==> config.mk <==
export PLATFORM = sky130hd
export DESIGN_NAME = gray_counter_mod
export DESIGN_NICKNAME = d
export VERILOG_FILES = /design/src/rtl/gray_counter_mod.sv
export SDC_FILE = /design/constraint.sdc
export NUM_CORES = 1
export LEC_CHECK = 0
export CORE_MARGIN = 3
export CORE_UTILIZATION = 45
export DETAILED_ROUTE_END_ITERATION = 8
export PLACE_DENSITY = 0.74
export SLEW_MARGIN = 20
export SYNTH_ARGS = -nofsm -noshare
export SYNTH_HDL_FRONTEND = slang
export SYNTH_SLANG_ARGS = --single-unit
==> constraint.sdc <==
create_clock -name clk_i -period 2.6 [get_ports clk_i]
set_clock_uncertainty 0.2 [all_clocks]
set_input_delay 0.52 -clock clk_i [delete_from_list [all_inputs] [get_ports clk_i]]
set_output_delay 0.52 -clock clk_i [all_outputs]
set_load 0.02 [all_outputs]
==> src/rtl/gray_counter_mod.sv <==
// gray_counter_mod
// ----------------
// Modulo-MODULO up/down counter that moves by STEP on each enabled cycle.
// The binary count and its Gray code are both registered. The counter has
// an enable, a direction input, a synchronous load, and two end-of-range
// policies: wrap or saturate. It is meant as a pointer or sequence source,
// for example FIFO pointers or counts that cross clock domains.
//
// Parameters
//   WIDTH      counter width in bits; MODULO <= 2**WIDTH
//   MODULO     count range is 0..MODULO-1; MODULO >= 2
//   STEP       amount added or subtracted per enabled cycle; 1 <= STEP < MODULO
//   SATURATE   0: wrap modulo MODULO; 1: clamp at 0 or MODULO-1
//   RESET_VAL  value after reset; must be < MODULO
//
// Ports
//   clk_i       in   1      clock, rising edge
//   rst_i       in   1      asynchronous reset, active-low
//   en_i        in   1      count enable
//   up_i        in   1      direction: 1 = up, 0 = down
//   load_i      in   1      synchronous load strobe (has priority over en_i)
//   load_val_i  in   WIDTH  binary value to load; clamped to MODULO-1
//   bin_o       out  WIDTH  registered binary count
//   gray_o      out  WIDTH  registered Gray code of bin_o
//   limit_o     out  1      1-cycle pulse on a wrap or a clamp
//   load_err_o  out  1      1-cycle pulse when a load value was clamped
//
// Every output is registered. The edge that samples a command updates all
// of them together.

module gray_counter_mod #(
  parameter int WIDTH     = 4,
  parameter int MODULO    = 10,
  parameter int STEP      = 1,
  parameter int SATURATE  = 0,
  parameter int RESET_VAL = 0
) (
  input  logic             clk_i,
  input  logic             rst_i,
  input  logic             en_i,
  input  logic             up_i,
  input  logic             load_i,
  input  logic [WIDTH-1:0] load_val_i,
  output logic [WIDTH-1:0] bin_o,
  output logic [WIDTH-1:0] gray_o,
  output logic             limit_o,
  output logic             load_err_o
);

  // Parameter sanity checks, evaluated at elaboration time.
  if (MODULO < 2) begin : g_chk_mod_min
    $error("gray_counter_mod: MODULO must be >= 2");
  end
  if (MODULO > (2 ** WIDTH)) begin : g_chk_mod_max
    $error("gray_counter_mod: MODULO must be <= 2**WIDTH");
  end
  if ((STEP < 1) || (STEP >= MODULO)) begin : g_chk_step
    $error("gray_counter_mod: STEP must satisfy 1 <= STEP < MODULO");
  end
  if ((RESET_VAL < 0) || (RESET_VAL >= MODULO)) begin : g_chk_rst
    $error("gray_counter_mod: RESET_VAL must be < MODULO");
  end

  // The arithmetic uses one extra bit. With it, cnt+STEP and
  // cnt+MODULO-STEP cannot overflow, even when MODULO == 2**WIDTH.
  localparam int W1 = WIDTH + 1;

  localparam logic [W1-1:0]    MOD_EXT  = W1'(MODULO);
  localparam logic [W1-1:0]    STEP_EXT = W1'(STEP);
  localparam logic [W1-1:0]    MAX_EXT  = W1'(MODULO - 1);
  localparam logic [WIDTH-1:0] RST_BIN  = WIDTH'(RESET_VAL);
  localparam logic [WIDTH-1:0] RST_GRAY = RST_BIN ^ (RST_BIN >> 1);

  logic [WIDTH-1:0] bin_q;
  logic [WIDTH-1:0] gray_q;
  logic             limit_q;
  logic             load_err_q;

  logic [W1-1:0]    cnt_ext;
  logic [W1-1:0]    sum_ext;
  logic [W1-1:0]    load_ext;
  logic [W1-1:0]    next_ext;
  logic             next_limit;
  logic             next_load_err;
  logic [WIDTH-1:0] next_bin;
  logic [WIDTH-1:0] next_gray;
  logic             unused_next_msb;

  assign cnt_ext  = {1'b0, bin_q};
  assign sum_ext  = cnt_ext + STEP_EXT;
  assign load_ext = {1'b0, load_val_i};

  // Next-state selection. The priority is load, then count, then hold.
  always_comb begin
    next_ext      = cnt_ext;
    next_limit    = 1'b0;
    next_load_err = 1'b0;
    if (load_i) begin
      if (load_ext >= MOD_EXT) begin
        next_ext      = MAX_EXT;
        next_load_err = 1'b1;
      end else begin
        next_ext = load_ext;
      end
    end else if (en_i) begin
      if (SATURATE != 0) begin
        // A clamp pulses limit even when the count already sits at the end.
        if (up_i) begin
          if (sum_ext > MAX_EXT) begin
            next_ext   = MAX_EXT;
            next_limit = 1'b1;
          end else begin
            next_ext = sum_ext;
          end
        end else begin
          if (cnt_ext < STEP_EXT) begin
            next_ext   = '0;
            next_limit = 1'b1;
          end else begin
            next_ext = cnt_ext - STEP_EXT;
          end
        end
      end else begin
        if (up_i) begin
          if (sum_ext >= MOD_EXT) begin
            next_ext   = sum_ext - MOD_EXT;
            next_limit = 1'b1;
          end else begin
            next_ext = sum_ext;
          end
        end else begin
          if (cnt_ext < STEP_EXT) begin
            next_ext   = cnt_ext + MOD_EXT - STEP_EXT;
            next_limit = 1'b1;
          end else begin
            next_ext = cnt_ext - STEP_EXT;
          end
        end
      end
    end
  end

  // Every result is below MODULO, so the extra bit is always zero here.
  assign next_bin        = next_ext[WIDTH-1:0];
  assign unused_next_msb = next_ext[WIDTH];

  // The Gray code is computed from the next binary value and then
  // registered. Decoding it after the bin_q register instead could glitch.
  assign next_gray = next_bin ^ (next_bin >> 1);

  always_ff @(posedge clk_i or negedge rst_i) begin
    if (!rst_i) begin
      bin_q      <= RST_BIN;
      gray_q     <= RST_GRAY;
      limit_q    <= 1'b0;
      load_err_q <= 1'b0;
    end else begin
      bin_q      <= next_bin;
      gray_q     <= next_gray;
      limit_q    <= next_limit;
      load_err_q <= next_load_err;
    end
  end

  assign bin_o      = bin_q;
  assign gray_o     = gray_q;
  assign limit_o    = limit_q;
  assign load_err_o = load_err_q;

endmodule
After elaboration in Yosys (flattened, before gate mapping)

Index checks and enable logic that the tools add are counted.

Input port bits: 9
Register bits: 10

Muxes and demuxes: 13
Add/subtract/negate cells: 5
Bitwise gates (word level): 1
Order comparisons: 3

Operators by type and width:

| cell                                                              | count |
|---|---|
| two-way mux 4 bit                                                 | 6 |
| subtractor 4 x 1 -> 4 bit, second input constant                  | 2 |
| two-way mux 1 bit                                                 | 7 |
| adder 4 x 1 -> 5 bit, second input constant                       | 1 |
| greater-or-equal comparator 5 x 4 -> 1 bit, second input constant | 1 |
| adder 4 bit, second input constant                                | 1 |
| greater-or-equal comparator 4 bit, second input constant          | 1 |
| < comparator 4 x 1 -> 1 bit, second input constant                | 1 |
| subtractor 4 bit, second input constant                           | 1 |
| bitwise XOR 4 x 3 -> 4 bit                                        | 1 |

Logic depth before layout (Yosys ltp)

Depth after elaboration: 7
Depth in mapped cells: 10
Gate-level depth less buffers: 10

Least setup slack after synthesis

OpenSTA, ideal clock, no wires.

Kind: reg-to-reg
From: reg bin_q[0] (netlist: bin_o[0])
To: reg gray_q[2] (netlist: gray_o[2])
Arrival: 2.147 ns
Library setup time: 0.125 ns
Slack: 0.128 ns
Cell stages (with the launch flop): 9
Data required time: 2.275 ns
Cell sequence: dfrtp_1 ha_1 clkbuf_2 xnor2_1 ha_1 a221o_1 a21o_2 a32oi_1 a2bb2oi_2

Cells in the longest elaborated chain, start to end: 7
Elaborated cells on any way between the ends: 13
Those cells by class: add/sub: 5; order compare: 2; mux: 5; bitwise: 1

Ends and longest elaborated chain:

| item                                                       | line     | RTL |
|---|---|---|
| from (decl)                                                | 74       | `logic [WIDTH-1:0] bin_q;` |
| from (signal assigned)                                     | 158      | `bin_q <= next_bin;` |
| adder 4 bit / adder 4 x 1 -> 5 bit (equally long branches) | 133, 90  |  |
| subtractor 4 x 1 -> 4 bit, or another cell as far along    | 133      | `next_ext = cnt_ext + MOD_EXT - STEP_EXT;` |
| two-way mux 4 bit (on tied branches)                       | 132, 125 |  |
| two-way mux 4 bit (*)                                      | 124      | `if (up_i) begin` |
| two-way mux 4 bit (*)                                      | 105      | `end else if (en_i) begin` |
| two-way mux 4 bit (*)                                      | 98       | `if (load_i) begin` |
| bitwise XOR 4 x 3 -> 4 bit (*)                             | 149      | `assign next_gray = next_bin ^ (next_bin >> 1);` |
| named net next_gray[2]                                     | 86       | `logic [WIDTH-1:0] next_gray;` |
| to (signal assigned)                                       | 159      | `gray_q <= next_gray;` |
| to (decl)                                                  | 75       | `logic [WIDTH-1:0] gray_q;` |

Mark *: on every way through the listed nets, which the timed path passes. The rest lies on a longest branch.

Final worst setup path

From: reg bin_q[1] (netlist: bin_o[1])
To: reg gray_q[2] (netlist: gray_o[2])

Cells in the longest elaborated chain, start to end: 7
Elaborated cells on any way between the ends: 13
Those cells by class: add/sub: 5; order compare: 2; mux: 5; bitwise: 1

Ends and longest elaborated chain:

| item                                                       | line     | RTL |
|---|---|---|
| adder 4 bit / adder 4 x 1 -> 5 bit (equally long branches) | 133, 90  |  |
| subtractor 4 x 1 -> 4 bit, or another cell as far along    | 133      |  |
| two-way mux 4 bit (on tied branches)                       | 132, 125 |  |
| two-way mux 4 bit (*)                                      | 124      |  |
| two-way mux 4 bit (*)                                      | 105      |  |
| two-way mux 4 bit (*)                                      | 98       |  |
| named net next_ext[2]                                      | 82       | `logic [W1-1:0] next_ext;` |
| bitwise XOR 4 x 3 -> 4 bit (*)                             | 149      |  |
| named net next_gray[2]                                     | 86       |  |

Marks and branches as above.

==> results.md <==
* Status: finished, final reports clean
* Sequential area share after synthesis at 0.2908
* Fraction of layout cells with a size suffix above 1 at 0.1389
* Area leader, netlist: dfrtp_1
* Die area at 0.002255 mm²
* Post-layout min period at between 2 and 2.5 ns
* Ports at 19
* # port buffers at 18
* Sw Share at 0.4033
* WL/cell at approximately 14 µm
* Final net count at roughly 120
* Largest net degree at the start of global routing at 11
* Slack of the worst reg-to-reg path at around 0.18 ns
* DRC violations left at 0
* GR met1 Demand/Resource at 0.2413
* GRT met2 Usage at 0.2995
* Row count at 14
* Die height at 47.49 µm
* Maximum vdd ir drop at about 0.47 mV
* Number of synthesized register bits at 9
* Internal power at roughly 0.42 mW
* Fin. Hold Viols at 0
* Slew margin rel. at 0.7191
* Post-Synthesis Cells at 86
* Most Used Layer, Global Route: met2
* CTS root buf: clkbuf_4
* Max incr delay on CP at approximately 0.43 ns
* Max-Cap Viols at 0
* Clk sinks at 9
* Final slew viol count at 0
* Final ANT Viol Nets at 0
* Post-CTS setup buffers at 0
* Worst-path clk slew at 0.06 ns
* GRT Overall Usage at 0.1858
* Power Dens Cells at 703.1 mW/mm²
* Vias in the first global route at between 600 and 700
* Vias at slightly above 700
* CTS tree: yes
* Clock group share of total power at 0.157
* Synth cell types at 39
* Post-Synth XOR/XNOR Area at 0.04523
* # fillers at approximately 130
* Peak Freq at roughly 410 MHz
* Syn_nets at between 90 and 100
* Area share of fa/ha/maj cells after synthesis at 0.06462
* Die Width at ~47 µm
* Drt pass-1 iters at 4
* Placed cells at 120
* NetSw at roughly 0.28 mW
* N_diodes at 0
* Sequential Power Share at 0.287
* GP Congestion at ~0.83
* CORE AREA at between 0.0015 and 0.002 mm²
* Via density at 5.742
* Main combinational cell family by area after synthesis: simple AND/OR/NAND/NOR gates
* CP Capture Type: flop
* Least-Margin Pin Slew at between 0.4 and 0.5 ns
* Crit path max fanout at 6
* Worst EP required at between 2 and 3 ns
* Area contributors post-synth: dfrtp_1 (29%), ha_1 (6.5%), mux2i_1 (3.9%), inv_1 (3.9%), xnor2_1 (3.4%)
* Post-synthesis simple-gate area fraction at 0.2423
* Area of the mapped netlist at 774.5 µm²
* Initial antenna violation count at 0
* CP max stage cell: dfrtp_2
* Syn avg cell area at around 9 µm²
* Leakage at 0.4471 nW
* CTS Buffer Depth at 2
* Multiplexer share of the synthesized area at 0.03877
* Initial DRC Count at 18
* Post-synth top area share at 0.2908
* Remaining global-route overflow at 0
* TritonCTS Buffers at 3
* Setup Crit Path Kind: reg2reg
* Synth-to-layout area growth at 29.56%
* H-Tree Depth at 1
* Setup Viol. Count Final at 0
* Met3 usage at 0.03383
* Yosys Warn Count at 0
* Crit-path cells: inv_1, ha_1, inv_1, ha_1, a221o_1, a31oi_1, o21a_2, a2bb2oi_2
* Starting Density at 0.4968
* Arrival @ worst endpoint at 2.42 ns
* Clk_lat worst skew at around 0.27 ns
* Compound-gate portion of the synthesized area at 0.2229
* Final Routed Wirelength at roughly 1800 µm
* Hpwl dp at about 1400 µm
* Startpoint Class: flop
* Post-layout util at 0.6437
* Combinational fraction of design power at 0.556
* Fin crit share at 0.9324
* First-pass GRT wire length at roughly 2900 µm
* Non-filler cells, final at around 120
* Fin Setup TNS at 0 ns
* Hold Path Class: in2async
* Final Power at a little over 0.7 mW
* RSZ-0062 raised after global routing: false
[area by class of cell]
class | count | area (µm²) | share of cell area
flip-flops and latches | 9 | 226.5 | 0.2257
multi-input cells | 63 | 475.5 | 0.4738
well taps | 16 | 20.02 | 0.01995
clock buffers | 4 | 26.28 | 0.02618
inverters | 8 | 30.03 | 0.02993
repair buffers | 24 | 225.2 | 0.2244
[critical path, delay by kind of cell (launching register included)]
family	cells	cell delay (ns)
buffers and inverters	2	0.17
adders and majority gates	2	0.55
AOI/OAI and AO/OA	4	0.99
DFF	1	0.43
[cell usage after synthesis, drive strengths merged]
cell type	instances
nand3b	2
a21oi	5
buf	5
or2b	2
nand2	4
nor3b	1
o21a	1
o311ai	1
o21bai	1
nand3	4
nand2b	2
xnor2	3
nor3	1
and2b	1
a31oi	2
clkbuf	1
inv	8
nor2	6
a2bb2oi	2
o211a	2
mux2i	3
a221o	1
a32oi	1
nor2b	2
nand4	1
nor4	2
o21ai	3
o31ai	1
dfrtp	9
nor4b	1
xor2	1
ha	4
a21boi	1
o221ai	1
a21o	1
[metal layers]
layer	part of all wire	wire length [µm]	up-vias
met4	0.016	29	0
met5	0	0	-
li1	-	-	350
met2	0.51	908	23
met1	0.43	766	335
met3	0.038	67	4
[through the flow]
step	worst slack (ns)	cell area [µm²]	hold WS (ns)
after detailed placement	0.1146	975.9	0.5761
after floorplan	0.1277	774.5	0.02441
after global routing	0.05542	1003	0.3678
after global placement	0.2114	975.9	0.6014
final	0.1759	1003	0.3540
after CTS	0.1050	1002	0.3630
[flip-flops by register name (all words and copies together), names as in the netlist]
name        flops
bin_o           4
limit_o         1
gray_o          3
load_err_o      1
[power by group through the flow]
stage | Sequential, mW | Combinational (mW) | Clock, mW
global placement | 0.202 | 0.381 | 0
floorplan | 0.238 | 0.222 | 0
finish | 0.202 | 0.392 | 0.111
CTS | 0.202 | 0.392 | 0.113
detailed placement | 0.205 | 0.391 | 0
global route | 0.206 | 0.425 | 0.122
[final timing paths]
path | startpoint | to | depth (start not counted)
max | bin_o[1] | gray_o[2] | 8
min | rst_i | load_err_o | 1
max reg2reg | bin_o[1] | gray_o[2] | 8
min reg2reg | bin_o[0] | bin_o[0] | 3
max in group asynchronous | rst_i | bin_o[1] | 1
min in group clk_i | bin_o[0] | bin_o[0] | 3
[layout by cell type, fill, tap and decap left out]
| master | synthesis | final |
|---|---|---|
| a21boi_0 | 1 | 1 |
| a21o_2 | 1 | 1 |
| a21oi_1 | 5 | 5 |
| a221o_1 | 1 | 1 |
| a2bb2oi_1 | 1 | 1 |
| a2bb2oi_2 | 1 | 1 |
| a31oi_1 | 2 | 2 |
| a32oi_1 | 1 | 1 |
| and2b_1 | 1 | 1 |
| buf_4 | 3 | 6 |
| clkbuf_1 | 0 | 1 |
| clkbuf_4 | 0 | 3 |
| clkdlybuf4s50_1 | 0 | 18 |
| dfrtp_1 | 9 | 8 |
| dfrtp_2 | 0 | 1 |
| ha_1 | 4 | 4 |
| inv_1 | 8 | 8 |
| mux2i_1 | 3 | 3 |
| nand2_1 | 4 | 4 |
| nand2b_1 | 2 | 2 |
| nand3_1 | 3 | 3 |
| nand3_4 | 1 | 1 |
| nand3b_1 | 2 | 2 |
| nand4_1 | 1 | 1 |
| nor2_1 | 6 | 6 |
| nor2b_1 | 2 | 2 |
| nor3_1 | 1 | 1 |
| nor3b_1 | 1 | 1 |
| nor4_1 | 2 | 2 |
| nor4b_4 | 1 | 1 |
| o211a_1 | 2 | 2 |
| o21a_2 | 1 | 1 |
| o21ai_0 | 3 | 3 |
| o21bai_1 | 1 | 1 |
| o221ai_1 | 1 | 1 |
| o311ai_0 | 1 | 1 |
| o31ai_1 | 1 | 1 |
| or2b_1 | 2 | 2 |
| xnor2_1 | 3 | 3 |
| xor2_1 | 1 | 1 |
[kinds of logic (layout without fill, tap and decap cells)]
family | Yosys count | count (layout)
multiplexers | 3 | 3
flip-flops | 9 | 9
XOR/XNOR | 4 | 4
AND/OR/NAND/NOR | 29 | 29
buffers and inverters | 14 | 36
adder cells (fa/ha/maj) | 4 | 4
AO/OA/AOI/OAI | 23 | 23
[repair_timing]
item | CTS | global route
endpoints found under the setup margin | 0 | 2
hold buffers | 0 | 0
resized for setup | 0 | 1
No activity file was read; power rests on OpenSTA's default activity.
